`config.mk`:
```
export PLATFORM = sky130hd
export DESIGN_NAME = seven_segment_display_driver
export DESIGN_NICKNAME = d
export VERILOG_FILES = /design/src/rtl/seven_segment_pkg.sv /design/src/rtl/binary_to_bcd_converter.sv /design/src/rtl/seven_segment_display_driver.sv
export SDC_FILE = /design/constraint.sdc
export NUM_CORES = 1
export LEC_CHECK = 0
export BUFFER_PORTS_ARGS = -buffer_cell sky130_fd_sc_hd__clkbuf_2
export CORE_MARGIN = 4
export CORE_UTILIZATION = 54
export DETAILED_ROUTE_END_ITERATION = 8
export PLACE_DENSITY_LB_ADDON = 0.25
export SLEW_MARGIN = 0
export SYNTH_ARGS = -nofsm -noshare
export SYNTH_HDL_FRONTEND = slang
export SYNTH_HIERARCHICAL = 1
export SYNTH_SLANG_ARGS = --single-unit
```
`constraint.sdc`:
```
create_clock -name clk -period 1.95 [get_ports clk]
set_input_delay 0.39 -clock clk [delete_from_list [all_inputs] [get_ports clk]]
set_output_delay 0.39 -clock clk [all_outputs]
set_load 0.1 [all_outputs]
```
`src/rtl/seven_segment_pkg.sv`:
```
// Shared segment encodings, converter FSM states and sizing/decode helpers
// for the multiplexed seven-segment display driver.
package seven_segment_pkg;

    // Active-low {g,f,e,d,c,b,a} patterns.
    localparam logic [6:0] SEG_DIGIT [0:9] = '{
        7'b1000000, 7'b1111001, 7'b0100100, 7'b0110000, 7'b0011001,
        7'b0010010, 7'b0000010, 7'b1111000, 7'b0000000, 7'b0010000
    };
    localparam logic [6:0] SEG_BLANK = 7'b1111111;
    localparam logic [6:0] SEG_DASH  = 7'b0111111;

    typedef enum logic [1:0] {
        IDLE    = 2'd0,
        CONVERT = 2'd1,
        LOAD    = 2'd2
    } conv_state_e;

    // ceil(width*log10(2)) + 1, with log10(2) approximated as 0.301.
    function automatic int bcd_nibbles(input int width);
        return (width * 301 + 999) / 1000 + 1;
    endfunction

    function automatic logic [6:0] seg_decode(input logic [3:0] nib);
        logic [6:0] seg;
        case (nib)
            4'd0:    seg = SEG_DIGIT[0];
            4'd1:    seg = SEG_DIGIT[1];
            4'd2:    seg = SEG_DIGIT[2];
            4'd3:    seg = SEG_DIGIT[3];
            4'd4:    seg = SEG_DIGIT[4];
            4'd5:    seg = SEG_DIGIT[5];
            4'd6:    seg = SEG_DIGIT[6];
            4'd7:    seg = SEG_DIGIT[7];
            4'd8:    seg = SEG_DIGIT[8];
            4'd9:    seg = SEG_DIGIT[9];
            default: seg = SEG_BLANK;
        endcase
        return seg;
    endfunction

endpackage

```
`src/rtl/binary_to_bcd_converter.sv`:
```
// Sequential shift-add-3 binary-to-BCD converter with a valid/ready intake
// and a one-cycle done pulse while the finished result is presented.
module binary_to_bcd_converter
    import seven_segment_pkg::*;
#(
    parameter int DATA_WIDTH  = 14,
    parameter int BCD_NIBBLES = bcd_nibbles(DATA_WIDTH)
) (
    input  logic                     clk,
    input  logic                     rst,
    input  logic [DATA_WIDTH-1:0]    value_i,
    input  logic                     value_valid_i,
    output logic                     value_ready_o,
    output logic [4*BCD_NIBBLES-1:0] bcd_o,
    output logic                     done_o
);

    localparam int BCD_W = 4 * BCD_NIBBLES;
    localparam int CNT_W = $clog2(DATA_WIDTH + 1);

    conv_state_e           state_q, state_d;
    logic [DATA_WIDTH-1:0] shift_q, shift_d;
    logic [BCD_W-1:0]      bcd_q, bcd_d;
    logic [BCD_W-1:0]      bcd_adj_s;
    logic [CNT_W-1:0]      count_q, count_d;
    logic                  ready_q, ready_d;

    function automatic logic [BCD_W-1:0] dabble_adjust(input logic [BCD_W-1:0] bcd);
        logic [BCD_W-1:0] adj;
        adj = bcd;
        for (int i = 0; i < BCD_NIBBLES; i++) begin
            if (bcd[4*i +: 4] >= 4'd5) begin
                adj[4*i +: 4] = bcd[4*i +: 4] + 4'd3;
            end else begin
                adj[4*i +: 4] = bcd[4*i +: 4];
            end
        end
        return adj;
    endfunction

    // Next-state logic: accept in IDLE, one shift-add-3 step per CONVERT cycle.
    always_comb begin
        state_d   = state_q;
        shift_d   = shift_q;
        bcd_d     = bcd_q;
        count_d   = count_q;
        bcd_adj_s = dabble_adjust(bcd_q);
        case (state_q)
            IDLE: begin
                if (value_valid_i && ready_q) begin
                    state_d = CONVERT;
                    shift_d = value_i;
                    bcd_d   = '0;
                    count_d = '0;
                end else begin
                    state_d = IDLE;
                end
            end
            CONVERT: begin
                bcd_d   = {bcd_adj_s[BCD_W-2:0], shift_q[DATA_WIDTH-1]};
                shift_d = shift_q << 1;
                count_d = count_q + CNT_W'(1);
                if (count_q == CNT_W'(DATA_WIDTH - 1)) begin
                    state_d = LOAD;
                end else begin
                    state_d = CONVERT;
                end
            end
            LOAD:    state_d = IDLE;
            default: state_d = IDLE;
        endcase
        ready_d = (state_d == IDLE);
    end

    // State and datapath registers; reset abandons any conversion in flight.
    always_ff @(posedge clk) begin
        if (rst) begin
            state_q <= IDLE;
            shift_q <= '0;
            bcd_q   <= '0;
            count_q <= '0;
            ready_q <= 1'b0;
        end else begin
            state_q <= state_d;
            shift_q <= shift_d;
            bcd_q   <= bcd_d;
            count_q <= count_d;
            ready_q <= ready_d;
        end
    end

    assign value_ready_o = ready_q;
    assign bcd_o         = bcd_q;
    assign done_o        = (state_q == LOAD);

endmodule

```
`src/rtl/seven_segment_display_driver.sv`:
```
// Time-multiplexed seven-segment driver: holds converted BCD digits and scans
// them onto an active-low segment bus with active-low one-hot digit enables.
module seven_segment_display_driver
    import seven_segment_pkg::*;
#(
    parameter int NUM_DIGITS  = 4,
    parameter int DATA_WIDTH  = 14,
    parameter int REFRESH_DIV = 50000
) (
    input  logic                  clk,
    input  logic                  rst,
    input  logic [DATA_WIDTH-1:0] value,
    input  logic                  value_valid,
    output logic                  value_ready,
    input  logic                  blank_leading_zeros,
    output logic [6:0]            seven_segment,
    output logic [NUM_DIGITS-1:0] digit_enable,
    output logic                  overflow
);

    localparam int BCD_NIBBLES = bcd_nibbles(DATA_WIDTH);
    localparam int BCD_W       = 4 * BCD_NIBBLES;
    localparam int DISP_W      = 4 * NUM_DIGITS;
    localparam int EXT_W       = (BCD_W > DISP_W) ? BCD_W : DISP_W;
    localparam int IDX_W       = (NUM_DIGITS > 1) ? $clog2(NUM_DIGITS) : 1;
    localparam int REF_W       = $clog2(REFRESH_DIV);

    logic [BCD_W-1:0]      bcd_s;
    logic [EXT_W-1:0]      bcd_ext_s;
    logic                  done_s;
    logic [DISP_W-1:0]     digits_q, digits_d;
    logic                  overflow_q, overflow_d;
    logic [REF_W-1:0]      refresh_q, refresh_d;
    logic [IDX_W-1:0]      idx_q, idx_d;
    logic [NUM_DIGITS-1:0] lead_zero_s;
    logic [3:0]            cur_nib_s;
    logic                  cur_lz_s;
    logic [6:0]            seg_q, seg_d;
    logic [NUM_DIGITS-1:0] en_q, en_d;

    binary_to_bcd_converter #(
        .DATA_WIDTH  (DATA_WIDTH),
        .BCD_NIBBLES (BCD_NIBBLES)
    ) u_conv (
        .clk           (clk),
        .rst           (rst),
        .value_i       (value),
        .value_valid_i (value_valid),
        .value_ready_o (value_ready),
        .bcd_o         (bcd_s),
        .done_o        (done_s)
    );

    assign bcd_ext_s = EXT_W'(bcd_s);

    // Latch a finished conversion; any nonzero nibble beyond the display is overflow.
    always_comb begin
        digits_d   = digits_q;
        overflow_d = overflow_q;
        if (done_s) begin
            digits_d   = bcd_ext_s[DISP_W-1:0];
            overflow_d = |(bcd_ext_s >> DISP_W);
        end else begin
            digits_d   = digits_q;
            overflow_d = overflow_q;
        end
    end

    // Refresh divider and scan index, free-running regardless of the converter.
    always_comb begin
        refresh_d = refresh_q;
        idx_d     = idx_q;
        if (refresh_q == REF_W'(REFRESH_DIV - 1)) begin
            refresh_d = '0;
            if (idx_q == IDX_W'(NUM_DIGITS - 1)) begin
                idx_d = '0;
            end else begin
                idx_d = idx_q + IDX_W'(1);
            end
        end else begin
            refresh_d = refresh_q + REF_W'(1);
            idx_d     = idx_q;
        end
    end

    // Leading-zero map (digit k and everything above it is zero) and scanned-digit select.
    always_comb begin
        logic seen_nz;
        seen_nz     = 1'b0;
        lead_zero_s = '0;
        cur_nib_s   = 4'd0;
        cur_lz_s    = 1'b0;
        for (int k = NUM_DIGITS - 1; k >= 0; k--) begin
            seen_nz        = seen_nz | (digits_q[4*k +: 4] != 4'd0);
            lead_zero_s[k] = ~seen_nz;
        end
        for (int k = 0; k < NUM_DIGITS; k++) begin
            if (idx_q == IDX_W'(k)) begin
                cur_nib_s = digits_q[4*k +: 4];
                cur_lz_s  = lead_zero_s[k];
            end else begin
                cur_nib_s = cur_nib_s;
                cur_lz_s  = cur_lz_s;
            end
        end
    end

    // Segment and enable patterns for the current index, registered together below.
    always_comb begin
        seg_d = SEG_BLANK;
        en_d  = ~(NUM_DIGITS'(1) << idx_q);
        if (overflow_q) begin
            seg_d = SEG_DASH;
        end else if (blank_leading_zeros && (idx_q != '0) && cur_lz_s) begin
            seg_d = SEG_BLANK;
        end else begin
            seg_d = seg_decode(cur_nib_s);
        end
    end

    // Display, scan and output registers.
    always_ff @(posedge clk) begin
        if (rst) begin
            digits_q   <= '0;
            overflow_q <= 1'b0;
            refresh_q  <= '0;
            idx_q      <= '0;
            seg_q      <= SEG_BLANK;
            en_q       <= '1;
        end else begin
            digits_q   <= digits_d;
            overflow_q <= overflow_d;
            refresh_q  <= refresh_d;
            idx_q      <= idx_d;
            seg_q      <= seg_d;
            en_q       <= en_d;
        end
    end

    assign seven_segment = seg_q;
    assign digit_enable  = en_q;
    assign overflow      = overflow_q;

endmodule

```
== Yosys cells after proc, flatten, opt, wreduce, memory -nomap -nowiden ==
Memory sizes are Yosys's and may differ from the RTL's.
Cells that the tools add are included.
Word-level totals
  register bits: 91
  bits in latches: 0
  bits in writable memories: 0
  bits in read-only memories: 112
  input bits: 18
  logic and storage cells: 87
  memories: 1
Cells by class
  add/subtract/negate cells: 9
  multipliers: 0
  divide/modulo/power cells: 0
  order comparisons: 6
  equal/unequal tests: 8
  shifts and indexed selects: 1
  mux-type cells: 26
  bitwise operators: 8
  reduce and logical (&&, ||, !) cells: 16
Memories
  (name not given): words 16, bits a word 7, rd ports 1, clocked after memory_dff 0, write ports 0, line seven_segment_pkg.sv:26  | case (nib)
Operator list (number)
  $pmux W24 S2: 1
  $mux W4: 10
  $pmux W14 S2: 1
  $ge A4 B3 Y1 const B: 6
  $mux W24: 1
  $add A4 B2 Y4 const B: 5
  $add A16 B1 Y16 const B: 1
  $eq A16 B16 Y1 const B: 1
  $reduce_bool A4 Y1: 4
  $mux W14: 1
  $mux W7: 2
  $pmux W4 S2: 1
  $reduce_or A8 Y1: 1
  $eq A2 B2 Y1 const B: 3
  $logic_not A2 Y1: 3
  $mux W1: 5
  $add A4 B1 Y4 const B: 1
  $eq A2 B1 Y1 const B: 2
  $eq A4 B4 Y1 const B: 1
  $mux W2: 2
  $not A1 Y1: 4
  $not A4 Y4: 1
  $pmux W2 S2: 1
  $reduce_bool A2 Y1: 2
  other kinds (10): 14

== Longest topological paths before layout ==
  word-level depth: 12
  gate-level depth with buffers: 10
  mapped depth without buffers: 9

== Hierarchy ==
The synthesis kept the hierarchy.
Modules (own cells, without submodules)
  binary_to_bcd_converter: times used 1, cells an instance 242, area each 2167.1 sq um
  seven_segment_display_driver: times used 1, cells an instance 231, area each 2157.1 sq um

== Worst setup path after synthesis ==
No wires, ideal clock.
  path type: register to register
  from: register idx_q[0]
  to: register seg_q[6] (netlist: seven_segment[6])
  arrival: 1840 ps
  required time: 1785 ps
  slack: -55 ps
  cell stages (with the launch flop): 11
  buffers on the path: 1
  period minus slack after synthesis: 2005 ps
  cell sequence: dfxtp_1 inv_1 ha_1 buf_2 a211oi_1 a221o_1 inv_1 ha_1 mux2i_1 a21oi_1 a2bb2oi_1
On the way
  longest elaborated chain between the ends: 8
Ends and longest elaborated chain
  from (decl): line seven_segment_display_driver.sv:34  | logic [IDX_W-1:0] idx_q, idx_d;
  from (signal assigned): line seven_segment_display_driver.sv:134  | idx_q <= idx_d;
  $logic_not A2 Y1: line seven_segment_display_driver.sv:98  | if (idx_q == IDX_W'(k)) begin
  $mux W4 / $mux W1 (equally long branches) (4 in a row): line seven_segment_display_driver.sv:98
  $mem_v2 Z16 W7 / $logic_and A1 B1 Y1 (equally long branches)
  $mux W7 *: line seven_segment_display_driver.sv:114  | end else if (blank_leading_zeros && (idx_q != '0) && cur_lz_s) begin
  $mux W7 *: line seven_segment_display_driver.sv:112  | if (overflow_q) begin
  to (signal assigned): line seven_segment_display_driver.sv:135  | seg_q <= seg_d;
  to (decl): line seven_segment_display_driver.sv:38  | logic [6:0] seg_q, seg_d;
Every way passes the cells marked *; elsewhere a longest branch is shown, timed or not.
A chain may end at the register's enable or synchronous reset.

== Final worst setup path ==
  from: register idx_q[1]
  to: register seg_q[0] (netlist: seven_segment[0])
On the way
  longest elaborated chain between the ends: 7
Ends and longest elaborated chain
  parallel branches: the longest is 7 deep, another holds $mem_v2 Z16 W7
Several ways; the timed one is not identified.

==> flow_summary.yaml <==
run_status:
  violations: "setup timing"
  run_status: "complete, but fails checks"
finish:
  antennaDiodeCount: 0
  drive_gt1_frac: 0.1942
  nets: 557
  layout_commonest_cell: "dfxtp_1"
  nFillCells: 618
  area_delta_synth_final_pct: 16.38
  layout_common_cells: "dfxtp_1, nor2_1, nand2_1"
synthesis:
  synth.cell_area_mm2: 0.004324
  syn-num-nets: 515
  synth-seq-area-share: 0.4213
  ys_warn_count: 6
  synth_area_per_cell_um2: 9.142
  synth_seq_cells: 91
  synth-edff-count: 0
  ys_async_sr_fraction: 0
  ys_types: 52
  syn_inst: 473
  synthFlopType: "dfxtp_1"
critical_path:
  arrival_ns: 2.30
  reg2regPathDepth: 9
  reg2reg_slack_ns: -0.12
  r2r_end: "seven_segment[0]"
  cp_max_fo: 6
  r2r_start: "idx_q[1]"
  worstSetupPathType: "reg -> reg"
  required_ns: 2.18
  critPathLaunchType: "register"
  cp-end-kind: "register"
power_and_ir_drop:
  power_density_mw_per_mm2: 776.4
  ir_drop_mv: 0.4520
  leakage_uw: 0.002025
  p_total_uw: 3907
global_route:
  grt.total_usage: 0.1925
  grt_pass1_wl_um: 15410
  antenna_found_initial: 0
  first_global_vias: 3398
  grt_max_degree: 41
  grt_overflow: 0
hold_path:
  min_path_cells: 3
  worst_hold_startpoint: "value[0]"
  min_path_type: "in -> reg"
  holdPathEnd: "u_conv/shift_q[0]"
clocking:
  numCtsBuffers: 9
  cts_tree: "built"
  clock_latency_ns: 0.35
  cts_buffer_depth: 2
  clockRootBuffer: "clkbuf_8"
  clk_pin_slew_ns: 0.09
  h-tree-depth: 3
  cts_num_sinks: 91
  postCtsHoldBufs: 0
routing:
  top_layer: "met4"
  viasPerCell: 5.492
  route.detailed.drc: 0
  wl_met2_um: 4308
  route.met3.wl_um: 419
  first_iter_violations: 123
  met1_length_um: 4023
  vias: 3416
  postRouteAntennaNets: 0
  wl_um: 8922
  wl_per_cell_um: 14.34
  firstDrtPassIters: 6
die:
  die_area_mm2: 0.009503
  ioPinCount: 31
  fp-row-count: 32
  start_util: 0.5567
  coreArea_mm2: 0.007767
  die_h_um: 97.49
  fp.dieW_um: 97.49
placed_design:
  dp_hpwl_um: 6190
  portBuffers: 30
  pre_cts_slack_ns: -0.1099
  gp_congestion: 0.8064
timing:
  finalCritPeriodShare: 1.063
  relSlewSlack: 0.3303
  setup_viol: 2
  finalHoldViolCount: 0
  worst-slew-pin-transition_ns: 1.001
  hold-worst-slack_ns: 0.2555
  setup_ws_ns: -0.1221
  slew_violations: 0
  skew_ns: 0.01055
  rsz0062_at_grt: "yes"
  max_freq_mhz: 482.6
  period_minus_slack_ns: 2.072
job:
  drv_cap: 0
==> cell usage after synthesis (all sizes together), types with 2 or more instances <==
cell type	n	share of area
nor2b	3	0.0043
nor4	18	0.026
nand2b	10	0.014
nand3	8	0.0093
nand3b	4	0.0098
mux2i	29	0.067
buf	19	0.030
a211oi	5	0.011
o21ai	16	0.019
ha	24	0.069
o32ai	6	0.023
a32o	6	0.014
inv	26	0.023
and2	2	0.0035
a22o	7	0.014
a21oi	17	0.020
a221o	3	0.0069
nor3	4	0.0046
nand2	32	0.028
o31ai	4	0.0069
xnor2	13	0.026
nor3b	4	0.0081
xor2	11	0.022
clkbuf	4	0.0035
and3	4	0.0058
nand4	5	0.0072
nor2	82	0.071
dfxtp	91	0.42
==> stage by stage <==
| stage | util | setup TNS [ns] | area [µm²] | std cells |
|---|---|---|---|---|
| 3_3_place_gp | 0.5934 | -0.03840 | 4609 | 599 |
| 3_5_place_dp | 0.5934 | -0.3409 | 4609 | 599 |
| 5_1_grt | 0.6479 | -0.7624 | 5032 | 622 |
| 6_report | 0.6479 | -0.1484 | 5032 | 622 |
| 2_1_floorplan | - | 0 | 4332 | 473 |
| 4_1_cts | 0.6443 | -0.004701 | 5005 | 621 |
==> per-layer routing <==
layer,global-route usage,vias up
met5,0,-
met4,0.07455,0
met3,0.04882,14
met2,0.3258,78
met1,0.2339,1601
li1,-,1723
==> flip-flops by register name (all words and copies together) (netlist names) <==
name	cells
u_conv/bcd_o	24
u_conv/value_ready_o	1
idx_q	2
refresh_q	16
digits_q	16
u_conv/shift_q	14
u_conv/count_q	4
seven_segment	7
digit_enable	4
overflow	1
u_conv/state_q	2
==> worst max-delay path: stages, from the launching register on <==
cell	delay (ns)
dfxtp_4	0.39
inv_4	0.05
ha_4	0.17
buf_6	0.13
nand3b_1	0.17
buf_4	0.16
a221oi_4	0.35
mux2i_1	0.29
a21oi_1	0.10
nand2b_1	0.15
==> area by class of cell <==
| type | count | area, µm² | share of cell area |
|---|---|---|---|
| Clock inverter | 6 | 136.4 | 0.02710 |
| Inverter | 26 | 102.6 | 0.02039 |
| Timing Repair Buffer | 54 | 350.3 | 0.06962 |
| Clock buffer | 10 | 127.6 | 0.02536 |
| Sequential cell | 91 | 1829 | 0.3635 |
| Tap cell | 102 | 127.6 | 0.02536 |
| Multi-Input combinational cell | 333 | 2359 | 0.4687 |
==> worst max path at each step <==
| stage | from | endpoint | cells after the start |
|---|---|---|---|
| after CTS | idx_q[1] | seven_segment[6] | 8 |
| after global placement | idx_q[0] | seven_segment[3] | 9 |
| final | idx_q[1] | seven_segment[0] | 9 |
| after floorplan | idx_q[1] | seven_segment[3] | 10 |
| after global routing | idx_q[1] | seven_segment[0] | 9 |
| after detailed placement | idx_q[0] | seven_segment[6] | 9 |
==> repair_timing <==
action                                  CTS  global route
resized for setup                        17             6
buffers inserted                          6             1
pin swaps                                 7             6
endpoints found under the setup margin    6            21
==> cells by family after synthesis <==
| group | after synthesis | share of synthesized area |
|---|---|---|
| fa+ha+maj | 24 | 0.06944 |
| xor+xnor | 24 | 0.04861 |
| mux | 30 | 0.06973 |
| simple gates | 182 | 0.2034 |
| buf+inv | 49 | 0.05555 |
| compound gates | 73 | 0.1319 |
| flops | 91 | 0.4213 |
==> power breakdown <==
part | total (µW) | internal (µW) | switching (µW)
combinational | 330 | 104 | 226
sequential | 1940 | 1910 | 33.0
clock | 1630 | 986 | 648
(Power assumes the default switching activity.)
